### src/rtl/apb_pkg.sv
// Shared types, widths and address-decode helper for the APB register bank.
package apb_pkg;

  localparam int APB_ADDR_W = 32;
  localparam int APB_DATA_W = 32;

  typedef enum logic {IDLE, ACCESS} apb_slv_state_t;

  // True when addr falls in [base, base + n*4). The sum is formed one bit
  // wider so a bank placed at the top of the map cannot wrap to zero.
  function automatic logic addr_in_range(input logic [APB_ADDR_W-1:0] addr,
                                         input logic [APB_ADDR_W-1:0] base,
                                         input int unsigned          n);
    logic [APB_ADDR_W:0] lim;
    lim = {1'b0, base} + {1'b0, n * 32'd4};
    return ({1'b0, addr} >= {1'b0, base}) && ({1'b0, addr} < lim);
  endfunction

endpackage

### src/rtl/apb_slave_regbank_if.sv
// APB bus bundle between the SoC master and the register-bank slave.
//   psel/penable/pwrite/paddr/pwdata : master -> slave
//   prdata/pready/pslverr            : slave  -> master
interface apb_slave_regbank_if;
  import apb_pkg::*;

  logic                  psel;
  logic                  penable;
  logic                  pwrite;
  logic [APB_ADDR_W-1:0] paddr;
  logic [APB_DATA_W-1:0] pwdata;
  logic [APB_DATA_W-1:0] prdata;
  logic                  pready;
  logic                  pslverr;

  modport master (output psel, penable, pwrite, paddr, pwdata,
                  input  prdata, pready, pslverr);
  modport slave  (input  psel, penable, pwrite, paddr, pwdata,
                  output prdata, pready, pslverr);
endinterface

### src/rtl/apb_reg_bank.sv
// Register storage for the APB slave.
//   clk, rst             : clock, synchronous active-high reset
//   wr_en/wr_idx/wr_data : single write port, commits on the clock edge
//   rd_idx/rd_data       : combinational read port
//   regs                 : flat contents, register k at [32k+31:32k]
//   wr_strobe            : one-cycle pulse per register after its write
module apb_reg_bank
  import apb_pkg::*;
#(
  parameter int                    NUM_REGS  = 8,
  parameter logic [APB_DATA_W-1:0] RESET_VAL = '0,
  localparam int                   IDX_W     = $clog2(NUM_REGS)
) (
  input  logic                           clk,
  input  logic                           rst,
  input  logic                           wr_en,
  input  logic [IDX_W-1:0]               wr_idx,
  input  logic [APB_DATA_W-1:0]          wr_data,
  input  logic [IDX_W-1:0]               rd_idx,
  output logic [APB_DATA_W-1:0]          rd_data,
  output logic [NUM_REGS*APB_DATA_W-1:0] regs,
  output logic [NUM_REGS-1:0]            wr_strobe
);

  logic [NUM_REGS-1:0][APB_DATA_W-1:0] regs_q;

  for (genvar g = 0; g < NUM_REGS; g++) begin : g_reg
    logic [APB_DATA_W-1:0] q;
    logic                  stb;
    logic                  hit;

    assign hit = wr_en && (wr_idx == IDX_W'(g));

    always_ff @(posedge clk) begin
      if (rst) begin
        q   <= RESET_VAL;
        stb <= 1'b0;
      end else begin
        stb <= hit;
        if (hit) q <= wr_data;
      end
    end

    assign regs_q[g]    = q;
    assign wr_strobe[g] = stb;
  end

  assign rd_data = regs_q[rd_idx];
  assign regs    = regs_q;

endmodule

### src/rtl/apb_slave_regbank.sv
// APB slave with NUM_REGS 32-bit R/W registers, fixed wait states and
// slave-error on out-of-range or misaligned addresses.
//   i_clk_apb, i_rst_apb : clock, synchronous active-high reset
//   bus                  : APB slave port (psel..pwdata in, prdata/pready/pslverr out)
//   o_regs               : flat register contents for the peripheral
//   o_wr_strobe          : per-register pulse in the cycle after a write commits
module apb_slave_regbank
  import apb_pkg::*;
#(
  parameter logic [APB_ADDR_W-1:0] BASE_ADDR   = 32'h0000_0000,
  parameter int                    NUM_REGS    = 8,
  parameter int                    WAIT_CYCLES = 1,
  parameter logic [APB_DATA_W-1:0] RESET_VAL   = 32'h0000_0000
) (
  input  logic                           i_clk_apb,
  input  logic                           i_rst_apb,
  apb_slave_regbank_if.slave             bus,
  output logic [NUM_REGS*APB_DATA_W-1:0] o_regs,
  output logic [NUM_REGS-1:0]            o_wr_strobe
);

  localparam int IDX_W = $clog2(NUM_REGS);
  localparam int CNT_W = 4;
  localparam logic [CNT_W-1:0] WAIT_N = CNT_W'(WAIT_CYCLES);

  apb_slv_state_t        state;
  logic [CNT_W-1:0]      cnt;
  logic [IDX_W-1:0]      h_idx;
  logic                  h_wr;
  logic [APB_DATA_W-1:0] h_wdata;
  logic                  h_err;

  logic                  pready;
  logic                  wr_en;
  logic [APB_DATA_W-1:0] rd_data;

  // Completion depends only on registered state/counter plus the live
  // psel/penable; reset masks it so a transfer caught by reset never
  // responds or commits.
  assign pready = !i_rst_apb && (state == ACCESS) && bus.psel && bus.penable &&
                  (cnt == WAIT_N);
  assign wr_en  = pready && h_wr && !h_err;

  always_ff @(posedge i_clk_apb) begin
    if (i_rst_apb) begin
      state   <= IDLE;
      cnt     <= '0;
      h_idx   <= '0;
      h_wr    <= 1'b0;
      h_wdata <= '0;
      h_err   <= 1'b0;
    end else begin
      case (state)
        IDLE: begin
          // Only a proper setup phase starts a transfer; a stray penable
          // without one is ignored.
          if (bus.psel && !bus.penable) begin
            h_idx   <= bus.paddr[IDX_W+1:2];
            h_wr    <= bus.pwrite;
            h_wdata <= bus.pwdata;
            h_err   <= !addr_in_range(bus.paddr, BASE_ADDR, NUM_REGS) ||
                       (bus.paddr[1:0] != 2'b00);
            cnt     <= '0;
            state   <= ACCESS;
          end
        end
        ACCESS: begin
          if (!bus.psel) begin
            state <= IDLE;          // master abandoned the transfer
          end else if (pready) begin
            state <= IDLE;          // next setup may follow immediately
          end else if (bus.penable && (cnt < WAIT_N)) begin
            cnt <= cnt + 1'b1;
          end
        end
        default: state <= IDLE;
      endcase
    end
  end

  apb_reg_bank #(
    .NUM_REGS  (NUM_REGS),
    .RESET_VAL (RESET_VAL)
  ) u_bank (
    .clk       (i_clk_apb),
    .rst       (i_rst_apb),
    .wr_en     (wr_en),
    .wr_idx    (h_idx),
    .wr_data   (h_wdata),
    .rd_idx    (h_idx),
    .rd_data   (rd_data),
    .regs      (o_regs),
    .wr_strobe (o_wr_strobe)
  );

  assign bus.pready  = pready;
  assign bus.pslverr = pready && h_err;
  assign bus.prdata  = (pready && !h_wr && !h_err) ? rd_data : '0;

endmodule

### src/flat_wrapper.sv
// flat-port wrapper written by rule: the top's interface ports become plain ports
module apb_slave_regbank_flat import apb_pkg::*;
#(
  parameter logic [APB_ADDR_W-1:0] BASE_ADDR   = 32'h0000_0000,
  parameter int                    NUM_REGS    = 8,
  parameter int                    WAIT_CYCLES = 1,
  parameter logic [APB_DATA_W-1:0] RESET_VAL   = 32'h0000_0000
)
  (i_clk_apb, i_rst_apb, o_regs, o_wr_strobe, bus_psel, bus_penable, bus_pwrite, bus_paddr, bus_pwdata, bus_prdata, bus_pready, bus_pslverr);
  apb_slave_regbank_if bus_i ();
  input  logic i_clk_apb;
  input  logic i_rst_apb;
  output logic [NUM_REGS*APB_DATA_W-1:0] o_regs;
  output logic [NUM_REGS-1:0] o_wr_strobe;
  input wire logic [$bits(bus_i.psel)-1:0] bus_psel;
  input wire logic [$bits(bus_i.penable)-1:0] bus_penable;
  input wire logic [$bits(bus_i.pwrite)-1:0] bus_pwrite;
  input wire logic [$bits(bus_i.paddr)-1:0] bus_paddr;
  input wire logic [$bits(bus_i.pwdata)-1:0] bus_pwdata;
  output wire logic [$bits(bus_i.prdata)-1:0] bus_prdata;
  output wire logic [$bits(bus_i.pready)-1:0] bus_pready;
  output wire logic [$bits(bus_i.pslverr)-1:0] bus_pslverr;
  assign bus_i.psel = bus_psel;
  assign bus_i.penable = bus_penable;
  assign bus_i.pwrite = bus_pwrite;
  assign bus_i.paddr = bus_paddr;
  assign bus_i.pwdata = bus_pwdata;
  assign bus_prdata = bus_i.prdata;
  assign bus_pready = bus_i.pready;
  assign bus_pslverr = bus_i.pslverr;
  apb_slave_regbank #(.BASE_ADDR(BASE_ADDR), .NUM_REGS(NUM_REGS), .WAIT_CYCLES(WAIT_CYCLES), .RESET_VAL(RESET_VAL)) u_core (.i_clk_apb(i_clk_apb), .i_rst_apb(i_rst_apb), .bus(bus_i), .o_regs(o_regs), .o_wr_strobe(o_wr_strobe));
endmodule
### config.mk
export PLATFORM = sky130hd
export DESIGN_NAME = apb_slave_regbank_flat
export DESIGN_NICKNAME = d
export VERILOG_FILES = /design/src/rtl/apb_pkg.sv /design/src/rtl/apb_slave_regbank_if.sv /design/src/rtl/apb_reg_bank.sv /design/src/rtl/apb_slave_regbank.sv /design/src/flat_wrapper.sv
export SDC_FILE = /design/constraint.sdc
export NUM_CORES = 1
export LEC_CHECK = 0
export BUFFER_PORTS_ARGS = -buffer_cell sky130_fd_sc_hd__buf_2
export CAP_MARGIN = 10
export CORE_UTILIZATION = 50
export CTS_BUF_LIST = sky130_fd_sc_hd__clkbuf_8
export CTS_CLUSTER_SIZE = 20
export DETAILED_ROUTE_END_ITERATION = 16
export PLACE_DENSITY_LB_ADDON = 0.12
export SYNTH_ARGS = -nofsm -noshare
export SYNTH_HDL_FRONTEND = slang
export SYNTH_SLANG_ARGS = --single-unit
### constraint.sdc
create_clock -name i_clk_apb -period 1.5 [get_ports i_clk_apb]
set_input_delay 0.15 -clock i_clk_apb [delete_from_list [all_inputs] [get_ports i_clk_apb]]
set_output_delay 0.15 -clock i_clk_apb [all_outputs]
set_load 0.02 [all_outputs]
==> impl_metrics.csv <==
group,metric,value,unit
synthesis,synth.ff_latch_count,306,
timing,fmax,416,MHz
route,via_per_inst,5.35,
synthesis,syn_area,14100,um2
critical_path,critical_path_class,"reg2out",
global_routing,antenna_found_initial,2,
timing,whs,0.0673,ns
critical_path,critPathMaxFanout,8,
clocking,insertion_delay,0.59,ns
die,io_pins,367,
route,final_antenna_net_count,0,
die,start_util,50.7,%
critical_path,crit_path_end_kind,"output pin",
clocking,htree_levels,2,
power,ir_worst_vdd,0.738,mV
placed_design,port-buffer-count,366,
die,die_y,170,um
global_routing,grt_pass1_wl,68300,um
die,die_area,28800,um2
final_layout,area_growth,45.2,%
synthesis,ys.warnings.count,0,
die,die_w,170,um
status,status,"complete, but fails checks",
critical_path,critical-path-max-stage-delay,0.56,ns
timing,fin_ws,-0.902,ns
global_routing,grt_max_degree,79,
synthesis,synth_top_area_share,43.5,%
timing,slew-limit-headroom,70.8,%
clocking,cts_buffers,52,
critical_path,crit_top_cell,"buf_6",
clocking,clk_pin_slew,0.06,ns
synthesis,synthCells,1287,
critical_path,critPathRequiredTime,1.35,ns
timing,period_needed,2.40,ns
critical_path,rr_startpoint,"u_core.h_idx[0]$_SDFFE_PP0P_",
route,drt-total-wl,46100,um
synthesis,synthTopCellsByArea,"dfxtp_1, mux2i_1, nand2b_1",
synthesis,synth_edf_count,0,
timing,fin_skew,0.0268,ns
synthesis,syn_area_per_cell,10.9,um2
flow_run,drv_cap,0,
critical_path,crit_arrival,2.25,ns
synthesis,yosysSeqAreaShare,43.5,%
power,power.leakage,10.1,nW
synthesis,syn_nets,1359,
status,violations,"negative setup slack",
route,wl_per_cell,20.7,um
power,powerDensity,827,nW/um2
hold_path,hold_depth,4,
final_layout,drive_gt1_share,41.9,%
critical_path,r2r-end,"u_core.u_bank.g_reg[1].q[12]$_SDFFE_PP0P_",
timing,worstMarginPinSlew,0.438,ns
die,design.core.area,27800,um2
timing,finalSetupViolCount,300,
critical_path,r2r_setup_slack,-0.49,ns
synthesis,synth_flop_cell,"dfxtp_1",
route,drcViolationCount,0,
critical_path,crit_chain,"buf_6, buf_16, mux4_2, mux2i_4, nor2_4, buf_6",
timing,slew_viol_final,0,
timing,final.period_utilization,160,%
synthesis,synth.most_common_cell,"dfxtp_1",
timing,rsz0062_at_grt,"true",
synthesis,synth_top_area_cell,"dfxtp_1",
clocking,clock_sinks,306,
placed_design,gp_congestion,0.836,
global_routing,grt_use_total,31.1,%
global_routing,grt_pass1_vias,12000,
final_layout,nets,1879,
critical_path,rr_worst_depth,10,
synthesis,synth_cell_types,34,
route,first_iter_violations,780,
global_routing,grt_overflow,0,
clocking,cts_tree,"done",
hold_path,min-delay-start,"bus_penable",
placed_design,dp_hpwl,28900,um
die,num_rows,61,
route,vias,11900,
critical_path,crit_path_top_delay_cell,"mux4_2",
route,detail_route.first_pass.iterations,5,
critical_path,startpoint_type,"flop",
synthesis,ys_top_cells_by_count,"dfxtp_1, nand2b_1, mux2i_1, nand2_1, mux4_2",
timing,fin_tns_setup,-104.46,ns
synthesis,async_flop_share,0,%
final_layout,fin_util,73.6,%
clocking,cts_root_buf,"clkbuf_8",
clocking,clockBufferDepth,3,
hold_path,worstHoldPathType,"in2reg",
timing,finalHoldViolations,0,
hold_path,min_to,"u_core.cnt[0]$_SDFFE_PP0P_",
routing by layer:
metal	wire length (um)	global-route usage (%)	part of all wire, %
met1	19100	38.7	42
met2	22000	51.1	48
met3	3300	7.56	7.2
met4	1630	13.6	3.5
met5	0	0	0
registers in the layout (all words and copies together), names as in the netlist:
signal and cells:
u_core.h_err 1, u_core.u_bank.g.stb 8, u_core.h_wr 1, u_core.cnt 4
u_core.state 1, u_core.h_idx 3, u_core.u_bank.g.q 256, u_core.h_wdata 32
report_power, final:
part / switching [mW] / internal, mW / total (mW)
registers: 0.0368 / 8.17 / 8.21
logic: 0.513 / 0.588 / 1.10
clock network: 3.45 / 4.15 / 7.60
kinds of logic after synthesis:
kind of cell / synth area share, %
adders and majority gates: 0.267
muxes: 30.7
buffers and inverters: 5.32
DFF: 43.5
AOI/OAI and AO/OA: 1.70
and+or+nand+nor: 18.5
worst max path at each step:
stage                                 start             end  cells past startpoint
2_1_floorplan  u_core.h_idx[0]$_SDFFE_PP0P_  bus_prdata[22]                      6
3_3_place_gp   u_core.h_idx[0]$_SDFFE_PP0P_  bus_prdata[26]                      5
3_5_place_dp   u_core.h_idx[0]$_SDFFE_PP0P_  bus_prdata[30]                      5
4_1_cts        u_core.h_idx[0]$_SDFFE_PP0P_  bus_prdata[31]                      7
5_1_grt        u_core.h_idx[0]$_SDFFE_PP0P_   bus_prdata[7]                      8
6_report       u_core.h_idx[0]$_SDFFE_PP0P_  bus_prdata[14]                      6
critical path, delay by kind of cell, from the launching register on:
family | cells | cell delay, ns
and+or+nand+nor | 1 | 0.05
DFF | 1 | 0.40
buffers and inverters | 3 | 0.45
muxes | 2 | 0.76
final cells by class:
type | count | area (um2)
Tap cell | 378 | 473
Multi-Input combinational cell | 835 | 7740
Clock buffer | 70 | 963
Sequential cell | 306 | 6140
Timing Repair Buffer | 599 | 4940
Fill cell | 2064 | 7330
Inverter | 12 | 65.1
Clock inverter | 26 | 114
Timing Repair inverter | 1 | 16.3
Antenna cell | 2 | 5.00
cell usage in the layout, fill, tap and decap left out, types with 31 or more instances in the layout:
cell,netlist,routed
buf_2,25,331
dfxtp_1,306,301
nand2b_1,289,289
mux2i_1,288,257
buf_4,21,89
nand2_1,73,73
clkbuf_8,0,70
mux4_2,64,64
dlygate4sd3_1,0,59
buf_6,12,54
buf_12,0,44
a21oi_1,39,39
nor2_4,0,31
per-stage QoR:
step	cell area, um2	power (mW)	setup WS [ns]	std cells
floorplan	14600	8.93	-0.130	1287
global placement	17500	9.24	-0.282	2031
detailed placement	17500	9.25	-0.308	2031
CTS	20200	17.0	-0.905	2221
global route	20500	17.5	-0.956	2229
finish	20500	16.9	-0.902	2229
repair_timing:
item	4_1_cts	5_1_grt
endpoints found under the hold margin	40	0
buffers inserted	22	6
cloned	14	3
hold buffers	59	0
resized for setup	112	48
pin swaps	29	14
endpoints found under the setup margin	294	301
Power figures use the tool's default switching activity.
